<file path="src/rtl/act_lut_interp_pkg.sv">
// Shared widths and record types for the activation LUT interpolation stage.
// Pure declarations plus the signed LUT-delta helper; no state.
package act_lut_interp_pkg;

  localparam int DATA_W = 8;
  localparam int ADDR_W = 4;
  localparam int FRAC_W = DATA_W - ADDR_W;

  typedef logic signed [DATA_W-1:0] sample_t;
  typedef logic signed [DATA_W:0]   diff_t;
  typedef logic [ADDR_W-1:0]        addr_t;
  typedef logic [FRAC_W-1:0]        frac_t;

  typedef struct packed {
    addr_t addr;
    frac_t frac;
    logic  valid;
  } stage_a_t;

  typedef struct packed {
    sample_t base;
    diff_t   diff;
    frac_t   frac;
    logic    valid;
  } stage_b_t;

  // One extra bit so next - base never wraps for any pair of samples.
  function automatic diff_t lut_delta(input sample_t base, input sample_t nxt);
    return diff_t'(nxt) - diff_t'(base);
  endfunction

endpackage

</file>
<file path="src/rtl/act_interp_datapath.sv">
// Combinational interpolation y = base + floor(diff * frac / 2^FRAC_W), no latency.
// No flow control; the result always lies between base and base + diff.
module act_interp_datapath
  import act_lut_interp_pkg::*;
(
  input  logic [DATA_W-1:0] base,
  input  logic [DATA_W:0]   diff,
  input  logic [FRAC_W-1:0] frac,
  output logic [DATA_W-1:0] y
);

  localparam int PROD_W = DATA_W + FRAC_W + 2;

  logic signed [FRAC_W:0]   frac_s;
  logic signed [PROD_W-1:0] prod;

  assign frac_s = signed'({1'b0, frac});
  assign prod   = PROD_W'(signed'(diff)) * PROD_W'(frac_s);

  // Arithmetic shift floors toward minus infinity, keeping y inside [base, next].
  assign y = DATA_W'(PROD_W'(signed'(base)) + (prod >>> FRAC_W));

endmodule

</file>
<file path="src/rtl/act_lut_interp.sv">
// Piecewise-linear activation: split sample into LUT addr/frac, capture LUT pair, interpolate.
// Latency 3 cycles at 1 sample/cycle; the whole pipe freezes while out_valid && !out_ready.
module act_lut_interp
  import act_lut_interp_pkg::*;
(
  input  logic              clk,
  input  logic              rst,
  input  logic              in_valid,
  output logic              in_ready,
  input  logic [DATA_W-1:0] in_data,
  output logic [ADDR_W-1:0] lut_address,
  input  logic [DATA_W-1:0] lut_base,
  input  logic [DATA_W-1:0] lut_next,
  output logic              out_valid,
  input  logic              out_ready,
  output logic [DATA_W-1:0] out_data
);

  stage_a_t          a_q;
  stage_b_t          b_q;
  logic              en;
  logic [DATA_W-1:0] y;

  assign en          = !out_valid || out_ready;
  assign in_ready    = en;
  assign lut_address = a_q.addr;

  act_interp_datapath u_datapath (
    .base (b_q.base),
    .diff (b_q.diff),
    .frac (b_q.frac),
    .y    (y)
  );

  always_ff @(posedge clk) begin
    if (!rst) begin
      a_q       <= '0;
      b_q       <= '0;
      out_valid <= 1'b0;
      out_data  <= '0;
    end else if (en) begin
      a_q <= '{addr:  in_data[DATA_W-1 -: ADDR_W],
               frac:  in_data[FRAC_W-1:0],
               valid: in_valid && in_ready};
      // LUT answers combinationally for the address held in stage A.
      b_q <= '{base:  sample_t'(lut_base),
               diff:  lut_delta(sample_t'(lut_base), sample_t'(lut_next)),
               frac:  a_q.frac,
               valid: a_q.valid};
      out_data  <= y;
      out_valid <= b_q.valid;
    end
  end

  diff_t base_ext;
  diff_t next_ext;
  diff_t y_ext;
  logic  y_in_range;

  assign base_ext   = diff_t'(b_q.base);
  assign next_ext   = base_ext + b_q.diff;
  assign y_ext      = diff_t'(sample_t'(y));
  assign y_in_range = (b_q.diff >= 0) ? (y_ext >= base_ext && y_ext <= next_ext)
                                      : (y_ext <= base_ext && y_ext >= next_ext);

  a_interp_range: assert property (@(posedge clk) disable iff (!rst) b_q.valid |-> y_in_range);

endmodule

</file>
<file path="config.mk">
export PLATFORM = sky130hd
export DESIGN_NAME = act_lut_interp
export DESIGN_NICKNAME = d
export VERILOG_FILES = /design/src/rtl/act_lut_interp_pkg.sv /design/src/rtl/act_interp_datapath.sv /design/src/rtl/act_lut_interp.sv
export SDC_FILE = /design/constraint.sdc
export NUM_CORES = 1
export LEC_CHECK = 0
export ABC_AREA = 1
export CAP_MARGIN = 5
export CORE_MARGIN = 4
export CORE_UTILIZATION = 55
export CTS_CLUSTER_DIAMETER = 100
export DETAILED_ROUTE_END_ITERATION = 8
export GPL_TIMING_DRIVEN = 0
export PLACE_DENSITY = 0.85
export SLEW_MARGIN = 10
export SYNTH_ARGS = -nofsm -noshare
export SYNTH_HDL_FRONTEND = slang
export SYNTH_SLANG_ARGS = --single-unit
</file>
<file path="constraint.sdc">
create_clock -name clk -period 13.21 [get_ports clk]
set_input_delay 1.321 -clock clk [delete_from_list [all_inputs] [get_ports clk]]
set_output_delay 1.321 -clock clk [all_outputs]
set_load 0.02 [all_outputs]
</file>
==> results of run 1 <==
==> critical path, cell delays in order, from the launching register on <==
cell and delay [ps]:
dfxtp_1 370, clkbuf_1 410, nand2_1 110, inv_1 70, ha_1 220, inv_1 80, fa_1 420, fa_1 550
inv_1 40, ha_1 350, a21oi_1 240, o21ai_1 120, a21oi_2 160, nor2_1 60, nor2_1 110, xor2_1 160
inv_1 70, ha_1 320, nand2_1 80, or2_0 220, nand3_1 150, nand3_2 120, nand3_1 90, nand2_1 50
nor2_1 140, nor2_1 50
==> per-stage QoR <==
stage / std cells / setup WS (ps) / hold slack (ps)
3_5_place_dp: 596 / 8380 / 460
3_3_place_gp: 596 / 8450 / 456
6_report: 604 / 8330 / 476
5_1_grt: 604 / 7930 / 502
2_1_floorplan: 481 / 8940 / 441
4_1_cts: 604 / 8330 / 479
==> logic make-up after synthesis <==
family                   after synthesis  share of synthesized area (%)
flip-flops                            40                           23.5
buffers and inverters                123                           14.9
adder cells (fa/ha/maj)               51                           22.5
AND/OR/NAND/NOR                      169                           21.9
XOR/XNOR                              12                           3.08
AO/OA/AOI/OAI                         86                           14.2
==> worst paths after layout <==
check                end  slack, ps  cells past startpoint
max          out_data[7]       8330                     25
min reg2reg    out_valid        480                      1
min            out_valid        480                      1
max reg2reg  out_data[7]       8330                     25
==> registers in the layout, summed over array words and instances, names as in the netlist <==
name,flops
b_q,22
out_data,8
a_q,5
lut_address,4
out_valid,1
==> report_power, final <==
part / switching [uW] / total (uW) / internal (uW)
sequential: 9.53 / 142 / 132
combinational: 56.3 / 101 / 44.7
clock: 45.0 / 87.7 / 42.7
total: 111 / 330 / 219
==> cells in the final DEF, fill, tap and decap left out, types with 5 or more instances in the layout <==
cell type and n:
xnor2_1 5, fa_1 17, clkbuf_8 6, nand2_2 8
nand3_1 18, o21ai_0 39, a21oi_1 29, nor2_1 48
clkbuf_1 12, inv_1 100, ha_1 34, clkdlybuf4s50_1 40
dfxtp_1 40, nand2_1 81, xor2_1 7
==> routing by layer <==
metal	vias to the layer above	part of all wire, %
li1	1574	-
met1	1411	42
met2	92	50
met3	21	6.1
met4	0	1.9
met5	-	0
==> cell type report <==
| cell class | instances | share of cell area [%] |
|---|---|---|
| buffer | 20 | 3.00 |
| clock inverter | 2 | 0.344 |
| inverter | 103 | 9.72 |
| timing repair buffer | 40 | 10.0 |
| clock buffer | 6 | 2.06 |
| tap | 75 | 2.35 |
| multi-input combinational | 318 | 52.5 |
| sequential | 40 | 20.0 |
==> impl_metrics.py, run 1 <==
metrics = {
    "cts": {
        "cts_max_path_buffers": 2,
        "clk_latency_ps": 290,
        "htree_levels": 2,
        "cts_tree": "done",
        "clk_pin_slew_ps": 80,
        "cts_hold_buf": 0,
        "cts.sinks": 40,
        "cts.repair.resized": 0,
        "cts_setup_buffers": 0,
        "numCtsBuffers": 5,
        "cts_root_buf": "clkbuf_8",
    },
    "grt": {
        "use_met3_pct": 3.61,
        "grt_max_degree": 14,
        "grt_pass1_wl_um": 13300,
        "grtUsageMet2_pct": 39.6,
        "gr-usage-met1_pct": 27.0,
        "antenna_found_initial": 0,
        "grt_util_all_layers_pct": 21.9,
        "grt.busiest_layer": "met2",
        "grt_pass1_vias": 3127,
        "gr-total-overflow": 0,
    },
    "sta": {
        "min_period_ps": 4880,
        "worstMarginPinSlew_ps": 577,
        "fin_skew_ps": 8.00,
        "setup_viol": 0,
        "hold_viol_final": 0,
        "period_share_pct": 36.9,
        "fin_tns_setup_ps": 0,
        "slew_violations": 0,
        "maxSlewHeadroom_pct": 61.5,
        "fmax_mhz": 205,
        "rsz0062_at_grt": "false",
    },
    "synthesis": {
        "netlist_area_sq_mm": 0.00341,
        "synthFlopType": "dfxtp_1",
        "synth_commonest_cells": "inv_1, nand2_1, nor2_1, dfxtp_1, o21ai_0",
        "synth_top_area_share_pct": 23.5,
        "synthArstFlopShare_pct": 0,
        "synth_cell_types": 34,
        "yosys_warnings": 0,
        "synthTopCellsByArea": "dfxtp_1, ha_1, inv_1",
        "ys_ff_latch": 40,
        "synth_edf_count": 0,
        "post-synth-top-count-cell": "inv_1",
        "synth_area_leader_cell": "dfxtp_1",
        "synth_nets": 560,
        "ys_seq_area_share_pct": 23.5,
        "syn_avg_cell_area_sq_um": 7.09,
        "syn_inst": 481,
    },
    "outcome": {
        "status": "complete, no violations",
    },
    "layout": {
        "layout-drive-gt1-share_pct": 8.13,
        "syn_to_final_growth_pct": 17.3,
        "fillers": 514,
        "multi_input_area_sq_mm": 0.00210,
        "n_antenna_cell": 0,
        "fin_util_pct": 67.2,
        "nNetsFinal": 607,
        "final_area_sq_mm": 0.00400,
        "seq_area_sq_um": 801,
    },
    "detailed_routing": {
        "route.detailed.drc": 0,
        "vias_per_cell": 5.13,
        "vias": 3098,
        "drt-pass1-iter-count": 4,
        "wl_per_cell_um": 12.8,
        "wirelength_um": 7710,
        "drt_iter0_drc": 140,
        "ant_nets": 0,
    },
    "critical_path": {
        "endpoint_kind": "flip-flop",
        "critPathMaxFanout": 10,
        "start_kind": "flip-flop",
        "arrival_ps": 5070,
        "r2r_start": "b_q[3]",
        "crit_type": "flip-flop to flip-flop",
        "setup.worst_path.start": "b_q[3]",
        "worstPathRequired_ps": 13400,
    },
    "power_and_ir_drop": {
        "p_leak_uw": 0.00230,
        "power.density_mw_per_mm2": 82.6,
        "ir_worst_vdd_uv": 82.0,
        "total_power_uw": 330,
    },
    "worst_hold_path": {
        "hp-class": "flip-flop to flip-flop",
        "min_from": "b_q[0]",
    },
    "floorplan": {
        "core.rowCount": 28,
        "dieArea_sq_mm": 0.00753,
        "io_pins": 42,
        "start_util_pct": 57.3,
        "core_sq_mm": 0.00596,
        "die_y_um": 86.8,
        "fp.dieW_um": 86.8,
    },
    "placement": {
        "place_area_sq_mm": 0.00391,
        "gp_congestion": 0.893,
        "numPortBuffers": 40,
        "dp_hpwl_um": 6130,
    },
    "job": {
        "max-cap-violations": 0,
    },
}
No activity file was read; power rests on OpenSTA's default activity.
==> inputs of run 2 (changes only) <==
Clock period 13.21 ns to 4.5 ns, I/O delays scaled along.
==> run 2 against run 1 <==
Effect of this change: final area increased by 5.0%; clock power increased to 2.9 times the previous value; total power increased to 3.0 times the previous value; via count increased by 2.5%; non-clock buffer count increased by 4; sequential share of layout area decreased by 0.83 points; critical path depth increased by 1; sequential power increased to 2.9 times the previous value; clock-buffer cell count unchanged; utilization increased by 3.3 points; critical path type unchanged; critical endpoint unchanged; largest cell class unchanged; largest power group unchanged.
==> impl_metrics.py, run 2 (synthesized netlist as in run 1, its figures left out) <==
metrics = {
    "placement": {
        "place_area_sq_mm": 0.00391,
        "dp_hpwl_um": 6130,
        "numPortBuffers": 40,
        "gp_congestion": 0.893,
        "dp.cells": 596,
    },
    "layout": {
        "n_antenna_cell": 0,
        "fillers": 457,
        "final_area_sq_mm": 0.00420,
        "top_register": "b_q",
        "nNetsFinal": 611,
        "largest_reg_flops": 22,
        "reg_top3": "b_q (22), out_data (8), a_q (5)",
        "layout-drive-gt1-share_pct": 13.3,
        "syn_to_final_growth_pct": 23.1,
        "fin_cells": 608,
        "layout_commonest_cell": "inv_1",
        "layout_common_cells": "inv_1, nand2_1, nor2_1, clkdlybuf4s50_1, o21ai_0",
    },
    "sta": {
        "fin_skew_ps": 9.63,
        "fmax_mhz": 233,
        "min_period_ps": 4290,
        "setup_viol": 0,
        "hold_ws_ps": 479,
        "rsz0062_at_grt": "true",
        "period_share_pct": 95.3,
        "maxSlewHeadroom_pct": 61.0,
        "slew_violations": 0,
        "hold_viol_final": 0,
        "worstMarginPinSlew_ps": 585,
    },
    "cts": {
        "cts.sinks": 40,
        "clk_pin_slew_ps": 80,
        "cts_root_buf": "clkbuf_8",
        "htree_levels": 2,
        "cts_tree": "done",
        "cts_max_path_buffers": 2,
        "numCtsBuffers": 5,
        "clk_latency_ps": 290,
    },
    "floorplan": {
        "core.rowCount": 28,
        "fp.dieW_um": 86.8,
        "io_pins": 42,
        "core_sq_mm": 0.00596,
        "dieArea_sq_mm": 0.00753,
        "die_y_um": 86.8,
        "start_util_pct": 57.3,
    },
    "power_and_ir_drop": {
        "total_power_uw": 999,
        "ir_worst_vdd_uv": 255,
        "power.density_mw_per_mm2": 238,
        "p_leak_uw": 0.00232,
    },
    "detailed_routing": {
        "drt-pass1-iter-count": 5,
        "vias_per_cell": 5.22,
        "vias": 3176,
        "ant_nets": 0,
        "route.detailed.drc": 0,
        "wirelength_um": 8200,
        "drt_iter0_drc": 167,
        "wl_per_cell_um": 13.5,
    },
    "outcome": {
        "status": "complete, no violations",
    },
    "job": {
        "max-cap-violations": 0,
    },
    "critical_path": {
        "endpoint_kind": "flip-flop",
        "crit_type": "flip-flop to flip-flop",
        "ff2ff_setup_slack_ps": 210,
        "critPathMaxFanout": 5,
        "setup.worst_path.start": "b_q[4]",
        "r2r_start": "b_q[4]",
        "worstPathRequired_ps": 4690,
        "start_kind": "flip-flop",
        "arrival_ps": 4480,
    },
    "grt": {
        "gr-total-overflow": 0,
        "grt_pass1_wl_um": 13400,
        "grt_util_all_layers_pct": 22.2,
        "grt_max_degree": 14,
        "grt_pass1_vias": 3137,
        "antenna_found_initial": 0,
    },
    "worst_hold_path": {
        "min_from": "b_q[0]",
        "hp-class": "flip-flop to flip-flop",
    },
}
## run 2: cell types whose count changed in the layout (fill, tap and decap cells not counted), sizes merged
cell    change
buf         +5
clkbuf      -1
## run 2: stage by stage
stage	setup WS (ps)	utilization (%)	setup TNS, ps
6_report	211	70.5	0
5_1_grt	-75.5	70.5	-91.9
4_1_cts	37.4	67.5	0
3_5_place_dp	-332	65.6	-424
3_3_place_gp	-255	65.6	-255
2_1_floorplan	225	-	0
## run 2: critical path, cell delays in order (launching register included)
cell and delay [ps]:
dfxtp_2 340, buf_6 130, nand2_1 60, inv_1 40, ha_1 290, fa_1 550
inv_1 60, fa_1 540, inv_1 70, ha_4 260, nand2_1 100, nor2_1 70
a211oi_2 170, nand2_2 120, nand2_2 70, nand2_1 50, nand2_1 60, nand2_1 90
ha_4 290, nand2_1 60, or2_1 240, nand3_2 110, nand3_2 90, nand3_1 90
nand2_1 60, nor2_2 140, nor2_1 50
## run 2: routing by layer
| layer | global-route usage (%) | part of all wire, % |
|---|---|---|
| met5 | 0 | 0 |
| met4 | 5.38 | 1.7 |
| met3 | 3.61 | 6.4 |
| met2 | 40.5 | 50 |
| met1 | 27.3 | 42 |
## run 2: area by class of cell
class	count	area, sq um	share of cell area, %
multi-input combinational	318	2260	53.9
sequential	40	806	19.2
timing repair buffer	45	435	10.4
inverter	103	389	9.26
buffer	19	116	2.77
tap	75	93.8	2.23
clock buffer	6	82.6	1.97
clock inverter	2	13.8	0.328
## run 2: worst paths after layout
path | end | depth (start not counted)
setup reg to reg | out_data[7] | 26
hold / removal | out_valid | 1
hold reg to reg | out_valid | 1
setup / recovery | out_data[7] | 26
## run 2: repair_timing
action | 4_1_cts | 5_1_grt
setup endpoints to repair | 3 | 3
endpoints found under the hold margin | 0 | 0
setup buffers | 0 | 4
hold buffers | 0 | 0
cloned | 0 | 1
pin swaps | 0 | 15
resized for setup | 5 | 23
## run 2: power by group
group	total [uW]	switching [uW]	internal, uW
clock network	258	132	125
logic	324	177	147
registers	418	30.0	388
==> inputs of run 3 (changes only) <==
Settings changed: CORE_UTILIZATION 55 to 57, PLACE_DENSITY 0.85 to 0.88.
==> run 3 against run 2 <==
Effect of this change: combinational power increased by 4%; register-to-register slack got worse by 110 ps; die area is 3.2% lower; clock skew decreased by 3.4 ps; largest power group unchanged.
==> impl_metrics.py, run 3 (synthesized netlist as in run 1, its figures left out) <==
metrics = {
    "floorplan": {
        "die_y_um": 85.4,
        "start_util_pct": 60.5,
        "core.rowCount": 27,
        "io_pins": 42,
        "dieArea_sq_mm": 0.00729,
        "core_sq_mm": 0.00564,
        "fp.dieW_um": 85.4,
    },
    "layout": {
        "nNetsFinal": 614,
        "layout_commonest_cell": "inv_1",
        "reg_top3": "b_q (22), out_data (8), a_q (5)",
        "top_register": "b_q",
        "fillers": 363,
        "multi_input_area_sq_mm": 0.00229,
        "seq_area_sq_um": 810,
        "largest_reg_flops": 22,
        "n_antenna_cell": 0,
        "layout_common_cells": "inv_1, nand2_1, nor2_1, clkdlybuf4s50_1, o21ai_0",
        "syn_to_final_growth_pct": 25.0,
        "layout-drive-gt1-share_pct": 14.4,
        "final_area_sq_mm": 0.00426,
    },
    "power_and_ir_drop": {
        "ir_worst_vdd_uv": 264,
        "p_leak_uw": 0.00235,
        "power.density_mw_per_mm2": 247,
        "total_power_uw": 1050,
    },
    "sta": {
        "hold_ws_ps": 483,
        "period_share_pct": 97.8,
        "fmax_mhz": 227,
        "fin_skew_ps": 6.25,
        "hold_viol_final": 0,
        "min_period_ps": 4400,
        "setup_viol": 0,
        "slew_violations": 0,
        "worstMarginPinSlew_ps": 574,
        "maxSlewHeadroom_pct": 61.7,
    },
    "grt": {
        "grt_pass1_vias": 3208,
        "grt_pass1_wl_um": 14000,
        "grt_max_degree": 14,
        "grt_util_all_layers_pct": 23.7,
        "gr-total-overflow": 0,
        "antenna_found_initial": 0,
    },
    "critical_path": {
        "critPathMaxFanout": 8,
        "worstPathRequired_ps": 4690,
        "arrival_ps": 4590,
        "critPathCapture": "out_data[7]",
        "ff2ff_setup_slack_ps": 100,
        "rr_worst_depth": 26,
        "r2r_start": "b_q[4]",
        "setup.worst_path.start": "b_q[4]",
        "start_kind": "flip-flop",
        "rr_endpoint": "out_data[7]",
        "crit_type": "flip-flop to flip-flop",
        "endpoint_kind": "flip-flop",
    },
    "placement": {
        "numPortBuffers": 40,
        "dp_hpwl_um": 6290,
        "gp_congestion": 0.905,
        "place_area_sq_mm": 0.00390,
    },
    "job": {
        "max-cap-violations": 0,
    },
    "cts": {
        "clk_pin_slew_ps": 80,
        "clk_latency_ps": 300,
        "numCtsBuffers": 5,
        "cts_max_path_buffers": 2,
        "cts_tree": "done",
        "cts.sinks": 40,
        "htree_levels": 2,
        "cts_root_buf": "clkbuf_8",
        "cts_hold_buf": 0,
    },
    "detailed_routing": {
        "vias": 3250,
        "drt_iter0_drc": 173,
        "drt-pass1-iter-count": 8,
        "wirelength_um": 9200,
        "ant_nets": 0,
        "vias_per_cell": 5.35,
        "route.detailed.drc": 0,
        "wl_per_cell_um": 15.1,
    },
    "worst_hold_path": {
        "hp-class": "flip-flop to flip-flop",
    },
    "outcome": {
        "status": "complete, no violations",
    },
}
-- run 3: final cells by class --
| type | count | area share [%] |
|---|---|---|
| Clock inverter | 3 | 0.998 |
| Multi-Input combinational cell | 318 | 53.7 |
| Inverter | 103 | 9.13 |
| Sequential cell | 40 | 19.0 |
| Timing Repair Buffer | 48 | 10.7 |
| Tap cell | 72 | 2.11 |
| Clock buffer | 5 | 1.61 |
| Buffer | 19 | 2.73 |
-- run 3: routing by layer --
layer  up-vias  part of all wire (%)  track usage, %
met5         -                     0               0
met4         0                   2.2            6.62
met3        23                   5.7            4.56
met2       130                    51            42.9
met1      1508                    41            28.5
li1       1589                     -               -
-- run 3: power by group --
| group | switching, uW | total, uW | leakage (uW) | internal [uW] |
|---|---|---|---|---|
| logic | 186 | 338 | 0.00196 | 152 |
| clock network | 133 | 297 | 0.0000541 | 164 |
| registers | 30.6 | 419 | 0.000334 | 388 |
-- run 3: worst max-delay path, stage by stage, from the launching register on --
cell	delay, ps
dfxtp_2	340
buf_6	130
nand2_1	50
inv_1	80
ha_4	200
fa_1	530
inv_1	60
fa_1	540
inv_1	70
ha_4	250
a21oi_1	160
nor2_1	80
a211oi_2	190
nand2_2	120
nand2_2	80
nand2_1	60
nand2_1	70
nand2_1	100
ha_4	300
nand2_1	70
or2_1	250
nand3_2	90
nand3_2	90
nand3_1	90
nand2_1	70
nor2_2	160
nor2_1	50
-- run 3: worst min-delay path by stage --
stage	to	cells past startpoint	from	slack, ps
finish	out_valid	1	b_q[0]	480
global route	lut_address[2]	2	lut_address[2]	510
CTS	out_valid	1	b_q[0]	480
detailed placement	out_valid	1	b_q[0]	470
global placement	out_valid	1	b_q[0]	450
floorplan	out_valid	1	b_q[0]	440
-- run 3: timing repair --
action | CTS | global route
buffers inserted | 0 | 8
pin swaps | 0 | 16
resized for setup | 9 | 26
setup endpoints to repair | 3 | 3
-- run 3: per-stage QoR --
step                setup TNS, ps  utilization (%)  setup slack (ps)  cells
detailed placement           -537             69.2              -396    593
global route                -49.8             75.6             -49.8    608
global placement             -257             69.2              -257    593
floorplan                       0                -               225    481
CTS                             0             71.9              13.3    600
finish                          0             75.6               100    608
